<file path="config.mk">
export PLATFORM = sky130hd
export DESIGN_NAME = stack_op_sequencer
export DESIGN_NICKNAME = d
export VERILOG_FILES = /design/src/rtl/stack_op_sequencer.sv
export SDC_FILE = /design/constraint.sdc
export NUM_CORES = 1
export LEC_CHECK = 0
export ABC_CLOCK_PERIOD_IN_PS = 20500
export CORE_ASPECT_RATIO = 0.75
export CORE_MARGIN = 5
export CORE_UTILIZATION = 35
export CTS_BUF_LIST = sky130_fd_sc_hd__clkbuf_8
export DETAILED_ROUTE_END_ITERATION = 12
export SYNTH_ARGS = -nofsm -noshare
export SYNTH_HDL_FRONTEND = slang
export SYNTH_SLANG_ARGS = --single-unit
</file>
<file path="constraint.sdc">
create_clock -name clk -period 20.5 [get_ports clk]
set_clock_uncertainty 0.05 [all_clocks]
set_input_delay 4.1 -clock clk [delete_from_list [all_inputs] [get_ports clk]]
set_output_delay 4.1 -clock clk [all_outputs]
set_load 0.02 [all_outputs]
</file>
<file path="src/rtl/stack_op_sequencer.sv">
// stack_op_sequencer: expands JVM operand-stack commands (PUSH, POP, DUP,
// SWAP, POP2) into single push/pop accesses on the stack32 port.
// Ports: clk, rst (async, active high); cmd_valid/cmd_ready/cmd_op/cmd_data
// command handshake; rsp_valid/rsp_a/rsp_b/rsp_error one-cycle response;
// stk_push/stk_trigger/stk_wdata/stk_rdata/stk_done stack32 access port;
// depth tracked occupancy.
// Optional: define STACK_SEQ_BOUNDS_CHECK_EN for a live depth counter and
// over/underflow rejection; otherwise depth reads 0.
module stack_op_sequencer #(
    parameter int DEPTH   = 256,
    parameter int DEPTH_W = 9
) (
    input  logic               clk,
    input  logic               rst,
    input  logic               cmd_valid,
    output logic               cmd_ready,
    input  logic [2:0]         cmd_op,
    input  logic [31:0]        cmd_data,
    output logic               rsp_valid,
    output logic [31:0]        rsp_a,
    output logic [31:0]        rsp_b,
    output logic               rsp_error,
    output logic               stk_push,
    output logic               stk_trigger,
    output logic [31:0]        stk_wdata,
    input  logic [31:0]        stk_rdata,
    input  logic               stk_done,
    output logic [DEPTH_W-1:0] depth
);

    if (2**DEPTH_W <= DEPTH) begin : g_depth_w_check
        $error("DEPTH_W too narrow for DEPTH");
    end

    typedef enum logic [2:0] {IDLE, CHECK, ISSUE, WAIT, RESP} state_t;

    localparam logic [2:0] OP_NOP  = 3'd0;
    localparam logic [2:0] OP_PUSH = 3'd1;
    localparam logic [2:0] OP_DUP  = 3'd3;
    localparam logic [2:0] OP_SWAP = 3'd4;
    localparam logic [2:0] OP_POP2 = 3'd5;

    // Pops always come first: step 0 fills A, step 1 fills B.
    function automatic logic op_push(input logic [2:0] op,
                                     input logic [1:0] step);
        unique case (op)
            OP_PUSH: op_push = 1'b1;
            OP_DUP:  op_push = (step != 2'd0);
            OP_SWAP: op_push = step[1];
            default: op_push = 1'b0;
        endcase
    endfunction

    function automatic logic [1:0] op_last(input logic [2:0] op);
        unique case (op)
            OP_DUP:  op_last = 2'd2;
            OP_SWAP: op_last = 2'd3;
            OP_POP2: op_last = 2'd1;
            default: op_last = 2'd0;
        endcase
    endfunction

    state_t      state_q, state_d;
    logic [2:0]  op_q, op_d;
    logic [31:0] data_q, data_d;
    logic [31:0] a_q, a_d;
    logic [31:0] b_q, b_d;
    logic [1:0]  step_q, step_d;
    logic        err_d;
    logic        step_push;
    logic        bounds_fail;
    logic        nxt_push;
    logic [31:0] nxt_wdata;

    assign cmd_ready = (state_q == IDLE);
    assign step_push = op_push(op_q, step_q);

`ifdef STACK_SEQ_BOUNDS_CHECK_EN
    localparam logic [DEPTH_W-1:0] FULL = DEPTH_W'(DEPTH);

    logic [DEPTH_W-1:0] depth_q;

    always_ff @(posedge clk or posedge rst) begin
        if (rst) begin
            depth_q <= '0;
        end else if (state_q == WAIT && stk_done) begin
            depth_q <= step_push ? depth_q + 1'b1 : depth_q - 1'b1;
        end
    end

    always_comb begin
        bounds_fail = 1'b0;
        unique case (op_q)
            OP_PUSH:          bounds_fail = (depth_q == FULL);
            3'd2:             bounds_fail = (depth_q == '0);
            OP_DUP:           bounds_fail = (depth_q == '0) || (depth_q == FULL);
            OP_SWAP, OP_POP2: bounds_fail = (depth_q < DEPTH_W'(2));
            default:          bounds_fail = 1'b0;
        endcase
    end

    assign depth = depth_q;
`else
    assign bounds_fail = 1'b0;
    assign depth       = '0;
`endif

    always_comb begin
        state_d = state_q;
        op_d    = op_q;
        data_d  = data_q;
        step_d  = step_q;
        a_d     = a_q;
        b_d     = b_q;
        err_d   = 1'b0;
        unique case (state_q)
            IDLE: begin
                if (cmd_valid) begin
                    op_d    = cmd_op;
                    data_d  = cmd_data;
                    step_d  = 2'd0;
                    a_d     = '0;
                    b_d     = '0;
                    state_d = CHECK;
                end
            end
            CHECK: begin
                if (op_q == OP_NOP) begin
                    state_d = RESP;
                end else if (op_q > OP_POP2 || bounds_fail) begin
                    err_d   = 1'b1;
                    state_d = RESP;
                end else begin
                    state_d = ISSUE;
                end
            end
            ISSUE: state_d = WAIT;
            WAIT: begin
                if (stk_done) begin
                    if (!step_push) begin
                        if (step_q == 2'd0) a_d = stk_rdata;
                        else                b_d = stk_rdata;
                    end
                    if (step_q == op_last(op_q)) begin
                        state_d = RESP;
                    end else begin
                        step_d  = step_q + 2'd1;
                        state_d = ISSUE;
                    end
                end
            end
            RESP:    state_d = IDLE;
            default: state_d = IDLE;
        endcase
    end

    // Write data is taken from the next-state A/B so a push can reuse a
    // value popped on the very same edge (DUT of DUP).
    always_comb begin
        nxt_push  = op_push(op_d, step_d);
        nxt_wdata = data_d;
        if (op_d == OP_SWAP && step_d == 2'd3) nxt_wdata = b_d;
        else if (op_d != OP_PUSH)              nxt_wdata = a_d;
    end

    always_ff @(posedge clk or posedge rst) begin
        if (rst) begin
            state_q     <= IDLE;
            op_q        <= '0;
            data_q      <= '0;
            step_q      <= '0;
            a_q         <= '0;
            b_q         <= '0;
            stk_trigger <= 1'b0;
            stk_push    <= 1'b0;
            stk_wdata   <= '0;
            rsp_valid   <= 1'b0;
            rsp_a       <= '0;
            rsp_b       <= '0;
            rsp_error   <= 1'b0;
        end else begin
            state_q     <= state_d;
            op_q        <= op_d;
            data_q      <= data_d;
            step_q      <= step_d;
            a_q         <= a_d;
            b_q         <= b_d;
            stk_trigger <= (state_d == ISSUE);
            stk_push    <= (state_d == ISSUE) && nxt_push;
            if (state_d == ISSUE && nxt_push) begin
                stk_wdata <= nxt_wdata;
            end
            rsp_valid   <= (state_d == RESP);
            rsp_error   <= (state_d == RESP) && err_d;
            if (state_d == RESP) begin
                rsp_a <= a_d;
                rsp_b <= b_d;
            end
        end
    end

endmodule

</file>
=== After elaboration in Yosys (flattened, before gate mapping) ===
Index checks and enable logic that the tools add are counted.

* Input port bits: 71
* Output and inout port bits: 110
* Logic and storage cells: 72
* Register bits: 204

* Eq/ne operators: 15
* Mux-type cells: 34
* $lt $le $gt $ge: 1
* Reductions and logical operators: 8
* $add $sub $neg: 1

{| class="wikitable"
|+ Operators by type and width
! kind !! count
|-
| 32-bit two-way mux || 12
|-
| 32-bit one-hot mux with 2 select lines || 2
|-
| 3-bit two-way mux || 7
|-
| 3-bit by 2-bit == test with 1-bit output (second input constant) || 5
|-
| 3-bit == test (second input constant) || 4
|-
| 3-bit one-hot mux with 4 select lines || 1
|-
| 2-bit two-way mux || 5
|-
| 3-bit by 1-bit == test with 1-bit output (second input constant) || 3
|-
| 3-bit logical NOT || 2
|-
| 1-bit one-hot mux with 3 select lines || 2
|-
| 2-bit one-hot mux with 3 select lines || 1
|-
| 2-bit one-hot mux with 2 select lines || 1
|-
| 2-bit nonzero test || 2
|-
| 3-bit > comparator (second input constant) || 1
|-
| 1-bit logical AND || 3
|-
| 1-bit two-way mux || 3
|-
| 3-bit by 1-bit != test with 1-bit output (second input constant) || 1
|-
| 2-bit by 1-bit adder with 2-bit output (second input constant) || 1
|-
| 2-bit == test || 1
|-
| 2-bit == test (second input constant) || 1
|-
| 2-bit logical NOT || 1
|}

=== Longest topological paths before layout ===
Gate-level depths: netlist (run 1).

* Depth in word-level cells: 11
* Depth in mapped cells: 11
* Depth with buffers taken out: 9

=== Worst setup path after synthesis (run 1) ===
Ideal clock, no wire load.

* Kind: input port to flip-flop
* From: input stk_done
* To: register stk_wdata[0]
* Arrival: 5.513 ns
* Setup slack: 14.811 ns
* Stages on the path: 10
* Path buffers: 3
* Data required time: 20.324 ns
* Library setup time: 0.126 ns
* Cells stage by stage: and3b_1 > and2_4 > buf_6 > o211ai_2 > mux2i_1 > a311oi_2 > buf_4 > buf_4 > nor2_1 > a21oi_1

* Cells in the longest elaborated chain, start to end: 5
* Elaborated cells between the ends (all ways): 16
* Those cells by class: eq/ne (2); mux (11); reduce/logical (3)

{| class="wikitable"
|+ RTL lines
! what !! line !! RTL
|-
| from (decl) || 27 || <nowiki>input logic stk_done,</nowiki>
|-
| 2-bit two-way mux || 139 || <nowiki>if (stk_done) begin</nowiki>
|-
| 2-bit one-hot mux with 2 select lines || 116 || <nowiki>unique case (state_q)</nowiki>
|-
| 2-bit nonzero test or 2-bit == test (tied branches) || 48, 162 ||
|-
| 1-bit one-hot mux with 3 select lines or 1-bit logical AND (tied branches) || 46, 162 ||
|-
| 1-bit logical AND or 32-bit two-way mux (tied branches) || 190, 162 ||
|-
| to (signal assigned) || 191 || <nowiki>stk_wdata <= nxt_wdata;</nowiki>
|-
| to (decl) || 25 || <nowiki>output logic [31:0] stk_wdata,</nowiki>
|}

Several ways; a longest one is shown, not always the timed one.
A chain may end at the register's enable or synchronous reset.

=== Worst setup path in the final report (run 1) ===
* From: input stk_done
* To: register stk_wdata[18]

* Elaborated cells between the ends (all ways): 16
* Those cells by class: eq/ne (2); mux (11); reduce/logical (3)

{| class="wikitable"
|+ RTL lines
! what !! line !! RTL
|-
| 32-bit two-way mux || 139 ||
|-
| 32-bit one-hot mux with 2 select lines || 116 ||
|-
| net a_d[18] || 66 || <nowiki>logic [31:0] a_q, a_d;</nowiki>
|-
| 32-bit two-way mux || 163 || <nowiki>else if (op_d != OP_PUSH) nxt_wdata = a_d;</nowiki>
|-
| 32-bit two-way mux || 162 || <nowiki>if (op_d == OP_SWAP && step_d == 2'd3) nxt_wdata = b_d;</nowiki>
|}

The timed path passes the listed nets, and every way through them passes these cells.

==> summary.txt, run 1 <==
Die X - 195 µm
Post-DRT Antenna Nets - 0
Fmax - 146 MHz
Net Sw Frac - 38.2%
Post-synthesis cell area - 9020 µm²
Maxcap violations - 0
Root Buffer - clkbuf_8
Grt ovf - 0
RSZ-0062 raised after global routing - false
Num CTS Buffers - 36
Clk Latency, worst-skew pair - 490 ps
Crit path DAT - 7150 ps
Pwr Total - 1.83 mW
Post-Layout Cell Count - 1,323
Clock tree sinks - 204
Area contributors post-synth - dfrtp_1 (57%), nand2_1 (7.1%), mux2_1 (6.1%)
Status - completed
First-pass GRT wire length - 39,500 µm
Setup violations, final - 0
Rel. slew slack - 36.1%
Layout cell share with drive strength beyond 1 - 12.9%
Rows - 50
Leak - 5.39 nW
DIE AREA - 29,100 µm²
Final min period - 6870 ps
Largest fanout on the critical path - 34
Total number of vias - 6,584
Initial DRC Count - 500
Initial antenna violation count - 0
Worst-Margin Slew - 959 ps
H-tree depth - 2
CTS hold repair buffers - 0
Type of the worst setup path - in -> reg
CTS tree - built
IO Count - 181
# DRC - 0
Seq cells post-synth - 204
Largest net degree at the start of global routing - 136
Post-synthesis sequential area ratio - 56.6%
CTS resizes - 0
Routed WL - 25,000 µm
Post-synth ARST share - 100%
Share of the synthesized area in the top cell type - 56.6%
Core ar. - 25,100 µm²
Clk slew on worst S/H paths - 60 ps
Vias in the first global route - 6,826
Switch Pwr - 0.699 mW
Startpoint types - input port
Syn-to-layout area delta - 29.4%
Hold_ws - 419 ps
Final Hold Viols - 0
Post-synth EDFFs - 0
Post-layout util - 46.4%
Hold crit path type - reg -> reg
Routed vias/inst - 4.98
Drt first pass iters - 5
Setup TNS Final - 0 ps
Data required, critical path - 20,790 ps
Worst vdd ir - 0.0693 mV
HPWL after DPL - 15,400 µm
Cells after DPL - 1,258
Clock network fraction of total power - 21.9%
Die height - 149 µm
Mapped Avg Cell Area - 11.3 µm²
Total track usage - 16.8%
Cell-internal power - 1.13 mW
Pwr dens - 157 nW/µm²
Primary flip-flop cell chosen by synthesis mapping - dfrtp_1
Seq pwr share - 35.2%
GPL Wtd Cong - 0.756
Nets - 1,030
Part of the power in combinational logic - 42.8%
PortBufs - 171
Postcts setup bufs - 0
Cell taking the most area after synthesis - dfrtp_1
Period utilization - 33.5%
Netlist cell types - 47
Syn. warnings - 0
Initial Util - 35.9%
Slew Limit Fails - 0
Commonest non-fill, non-tap cell in the layout - dfrtp_1
Most frequent cells in the layout - dfrtp_1 (204), clkdlybuf4s50_1 (171), nand2_1 (170)
Setup crit end kind - register
Clock Tree Buf Depth - 3
Wire per inst - 18.9 µm
Synth Instances - 799
-- cell type report --
class                      count  area, µm²
timing repair buffer         182       1790
clock buffer                  48        661
fill                        2373      13500
tap                          338        423
clock inverter                16        118
inverter                       7       33.8
multi-input combinational    527       3540
antenna                        1       2.50
sequential                   204       5100
-- metrics by stage --
stage               setup slack [ps]  area, µm²
finish                         13630      11700
CTS                            13670      11700
global placement               13190      10900
global route                   13470      11700
detailed placement             13150      10900
floorplan                      10780       9050
-- power groups by stage --
| stage | clock network, mW | logic (mW) | registers, mW |
|---|---|---|---|
| detailed placement | 0 | 0.790 | 0.650 |
| finish | 0.401 | 0.783 | 0.645 |
| global route | 0.433 | 0.857 | 0.662 |
| CTS | 0.412 | 0.793 | 0.646 |
| global placement | 0 | 0.779 | 0.649 |
| floorplan | 0 | 0.430 | 0.708 |
-- worst paths after layout --
path	start	to	slack, ps	cells after the start
worst min-delay path	data_q[19]$_DFF_PP0_	data_q[19]$_DFF_PP0_	420	2
min in group asynchronous	rst	rsp_b[21]$_DFFE_PP0P_	4150	2
max in group asynchronous	rst	b_q[7]$_DFF_PP0_	14770	3
worst max register to register	state_q[2]$_DFF_PP0_	stk_wdata[18]$_DFFE_PP0P_	17160	7
worst min register to register	data_q[19]$_DFF_PP0_	data_q[19]$_DFF_PP0_	420	2
worst max-delay path	stk_done	stk_wdata[18]$_DFFE_PP0P_	13630	8
-- sequential cells by signal (all words and copies together), names as in the netlist --
name and cells:
a_q 32, rsp_error 1, stk_push 1, b_q 32
rsp_valid 1, state_q 3, op_q 3, rsp_b 32
step_q 2, stk_wdata 32, rsp_a 32, stk_trigger 1
data_q 32
-- layer usage --
layer	global-route usage, %	share of wire (%)	up-vias
met2	24.0	42	205
met3	5.01	7.4	30
met5	0	0	-
met4	3.38	1.0	0
met1	25.4	49	3277
li1	-	-	3072
-- cells in the mapped netlist, drive strengths merged (2+ instances only) --
cell    count
buf        48
mux2i      33
a31oi       2
clkbuf     21
nand3       2
and3       32
inv         7
o21ai      39
dfrtp     204
nor2       38
nand2b      3
nor2b       3
nand3b      3
mux2       96
nor3        4
a21oi      37
a32o       32
nor3b       4
nand2     171
o211ai      3
-- worst max-delay path, cell delays in order --
cell             delay (ps)
clkdlybuf4s50_1         540
and3b_1                 220
and2_4                  430
nand3_2                 780
a32o_1                  600
mux2_2                  270
mux2i_1                 120
a21oi_1                  80
-- kinds of logic after synthesis --
| group | synth area share [%] |
|---|---|
| simple gates | 13.1 |
| other cells | 0.0416 |
| buf+inv | 5.07 |
| mux | 15.6 |
| fa+ha+maj | 0.139 |
| xor+xnor | 0.277 |
| compound gates | 9.15 |
| flops | 56.6 |
Note: power is estimated with default switching activity, not from simulation.
==> inputs of run 2 (changes only) <==
- ABC_CLOCK_PERIOD_IN_PS: 20500 -> 6000
- clock period: 20.5 -> 6 ns (I/O delays scaled with it)
==> run 2 against run 1 <==
Sequential share of layout area increased by 0.31 points; via count decreased by 0.53%; die area unchanged; critical path depth unchanged; final cell count decreased by 0.23%; sequential cell count unchanged; clock power increased to 3.1 times the previous value; register-to-register slack got worse by 14000 ps; routed wire length decreased by 1.5%; sequential power increased to 3.4 times the previous value; power increased to 3.3 times the previous value; global-route usage decreased by 0.18 points.
==> summary.txt, run 2 (synthesis gave the netlist of run 1 again) <==
Post-layout util - 46.1% (-0.33 points)
Leak - 5.34 nW (-0.95%)
HPWL after DPL - 15,600 µm (+1.3%)
Total number of vias - 6,549 (-0.53%)
Type of the worst setup path - in -> reg
Clock Tree Buf Depth - 3 (unchanged)
Worst-Margin Slew - 1020 ps (+65.2 ps)
Post-Layout Cell Count - 1,320 (-0.23%)
Footprint of the multi-input gates - 3540 µm² (about the same)
# DRC - 0 (unchanged)
DIE AREA - 29,100 µm² (unchanged)
Grt ovf - 0 (unchanged)
Final Hold Viols - 0 (unchanged)
Wire per inst - 18.6 µm (-1.3%)
Fmax - 256 MHz
Clock network fraction of total power - 20.1% (-1.8 points)
Data required, critical path - 6320 ps (-14,470 ps)
Rel. slew slack - 31.7% (-4.3 points)
Setup TNS Final - 0 ps (unchanged)
GPL Wtd Cong - 0.800 (+5.9%)
Commonest non-fill, non-tap cell in the layout - dfrtp_1
First-pass GRT wire length - 39,100 µm (-1.0%)
RSZ-0062 raised after global routing - false
Rows - 50 (unchanged)
Final min period - 3900 ps
Hold crit path type - reg -> reg
Reg2Reg Setup Slack - 2690 ps (-14,470 ps)
CP peak stage delay - 760 ps (-20 ps)
Clk Latency, worst-skew pair - 530 ps (+40 ps)
CP cell instances - clkdlybuf4s50_1 > and3b_1 > and2_4 > nand3_2 > a32o_1 > mux2_2 > mux2i_1 > a21oi_1
CTS tree - built
Net Sw Frac - 39.2% (+0.98 points)
Initial antenna violation count - 0 (unchanged)
CTS hold repair buffers - 0 (unchanged)
Cell-internal power - 3.71 mW (+230%)
Period utilization - 65.0%
Antenna cells - 0 (-1)
Startpoint types - input port
Pwr dens - 526 nW/µm² (+240%)
Initial Util - 35.9% (unchanged)
Drt first pass iters - 5 (unchanged)
Seq pwr share - 36.0% (+0.8 points)
Layout cell share with drive strength beyond 1 - 12.9% (+0.026 points)
Vias in the first global route - 6,772 (-0.79%)
Syn-to-layout area delta - 28.5%
Layout fillers - 2,367 (-0.25%)
Status - completed
Worst vdd ir - 0.271 mV (+290%)
Register area - 5100 µm² (unchanged)
Initial DRC Count - 253 (-49%)
Root Buffer - clkbuf_8
PortBufs - 171 (unchanged)
Total track usage - 16.6% (-0.18 points)
Most frequent cells in the layout - dfrtp_1 (204), clkdlybuf4s50_1 (171), nand2_1 (170)
Setup violations, final - 0 (unchanged)
Largest net degree at the start of global routing - 112 (-18%)
Postcts setup bufs - 0 (unchanged)
Hold_ws - 419 ps (-0.188 ps)
Slew Limit Fails - 0 (unchanged)
Nets - 1,031 (+0.097%)
Die X - 195 µm (unchanged)
Cells after DPL - 1,260 (+0.16%)
Clk slew on worst S/H paths - 60 ps (about the same)
Clock tree sinks - 204 (unchanged)
Part of the power in combinational logic - 43.8% (+1.0 points)
Core ar. - 25,100 µm² (unchanged)
Routed WL - 24,600 µm (-1.5%)
Num CTS Buffers - 35 (-2.8%)
H-tree depth - 2 (unchanged)
CTS resizes - 0 (unchanged)
Maxcap violations - 0 (unchanged)
Crit path DAT - 4220 ps (-2930 ps)
Routed vias/inst - 4.96 (-0.31%)
IO Count - 181 (unchanged)
CP max stage cell - nand3_2
Setup crit end kind - register
Post-DRT Antenna Nets - 0 (unchanged)
Die height - 149 µm (unchanged)
Switch Pwr - 2.39 mW (+240%)
Largest fanout on the critical path - 34 (unchanged)
## run 2: area by class of cell
type,instances,area share [%]
sequential,204,44.0
multi-input combinational,527,30.5
timing repair buffer,184,15.7
clock buffer,42,4.99
tap,338,3.65
clock inverter,18,0.842
inverter,7,0.259
## run 2: power groups by stage
stage | sequential, mW | clock, mW | combinational [mW]
after floorplan | 2.42 | 0 | 1.47
after detailed placement | 2.22 | 0 | 2.70
after global routing | 2.26 | 1.34 | 2.92
after global placement | 2.22 | 0 | 2.66
after CTS | 2.20 | 1.27 | 2.71
final | 2.20 | 1.23 | 2.67
## run 2: routing by layer
metal  GRT usage, %  wire length (µm)
met5              0                 0
met4           4.08               328
met3           5.26              1670
met2           23.8             10300
met1           24.5             12300
## run 2: final timing paths
path,start,end,cells after the start
setup / recovery,stk_done,stk_wdata[1]$_DFFE_PP0P_,8
hold / removal,data_q[17]$_DFF_PP0_,data_q[17]$_DFF_PP0_,2
setup reg to reg,state_q[1]$_DFF_PP0_,stk_wdata[27]$_DFFE_PP0P_,8
hold reg to reg,data_q[17]$_DFF_PP0_,data_q[17]$_DFF_PP0_,2
max in group asynchronous,rst,rsp_a[7]$_DFFE_PP0P_,3
min in group asynchronous,rst,rsp_a[21]$_DFFE_PP0P_,2
## run 2: worst max-delay path: cells and delay by family
kind,cells,cell delay (ps)
buffers and inverters,1,530
muxes,2,420
AOI/OAI and AO/OA,2,660
and+or+nand+nor,3,1400
## run 2: through the flow
stage                     total power, mW  instance area [µm²]  worst slack [ps]
after floorplan                      3.89                 9060              2110
after global placement               4.88                10900              1600
after detailed placement             4.91                10900              1580
after CTS                            6.18                11600              2130
after global routing                 6.52                11600              1910
final                                6.10                11600              2100
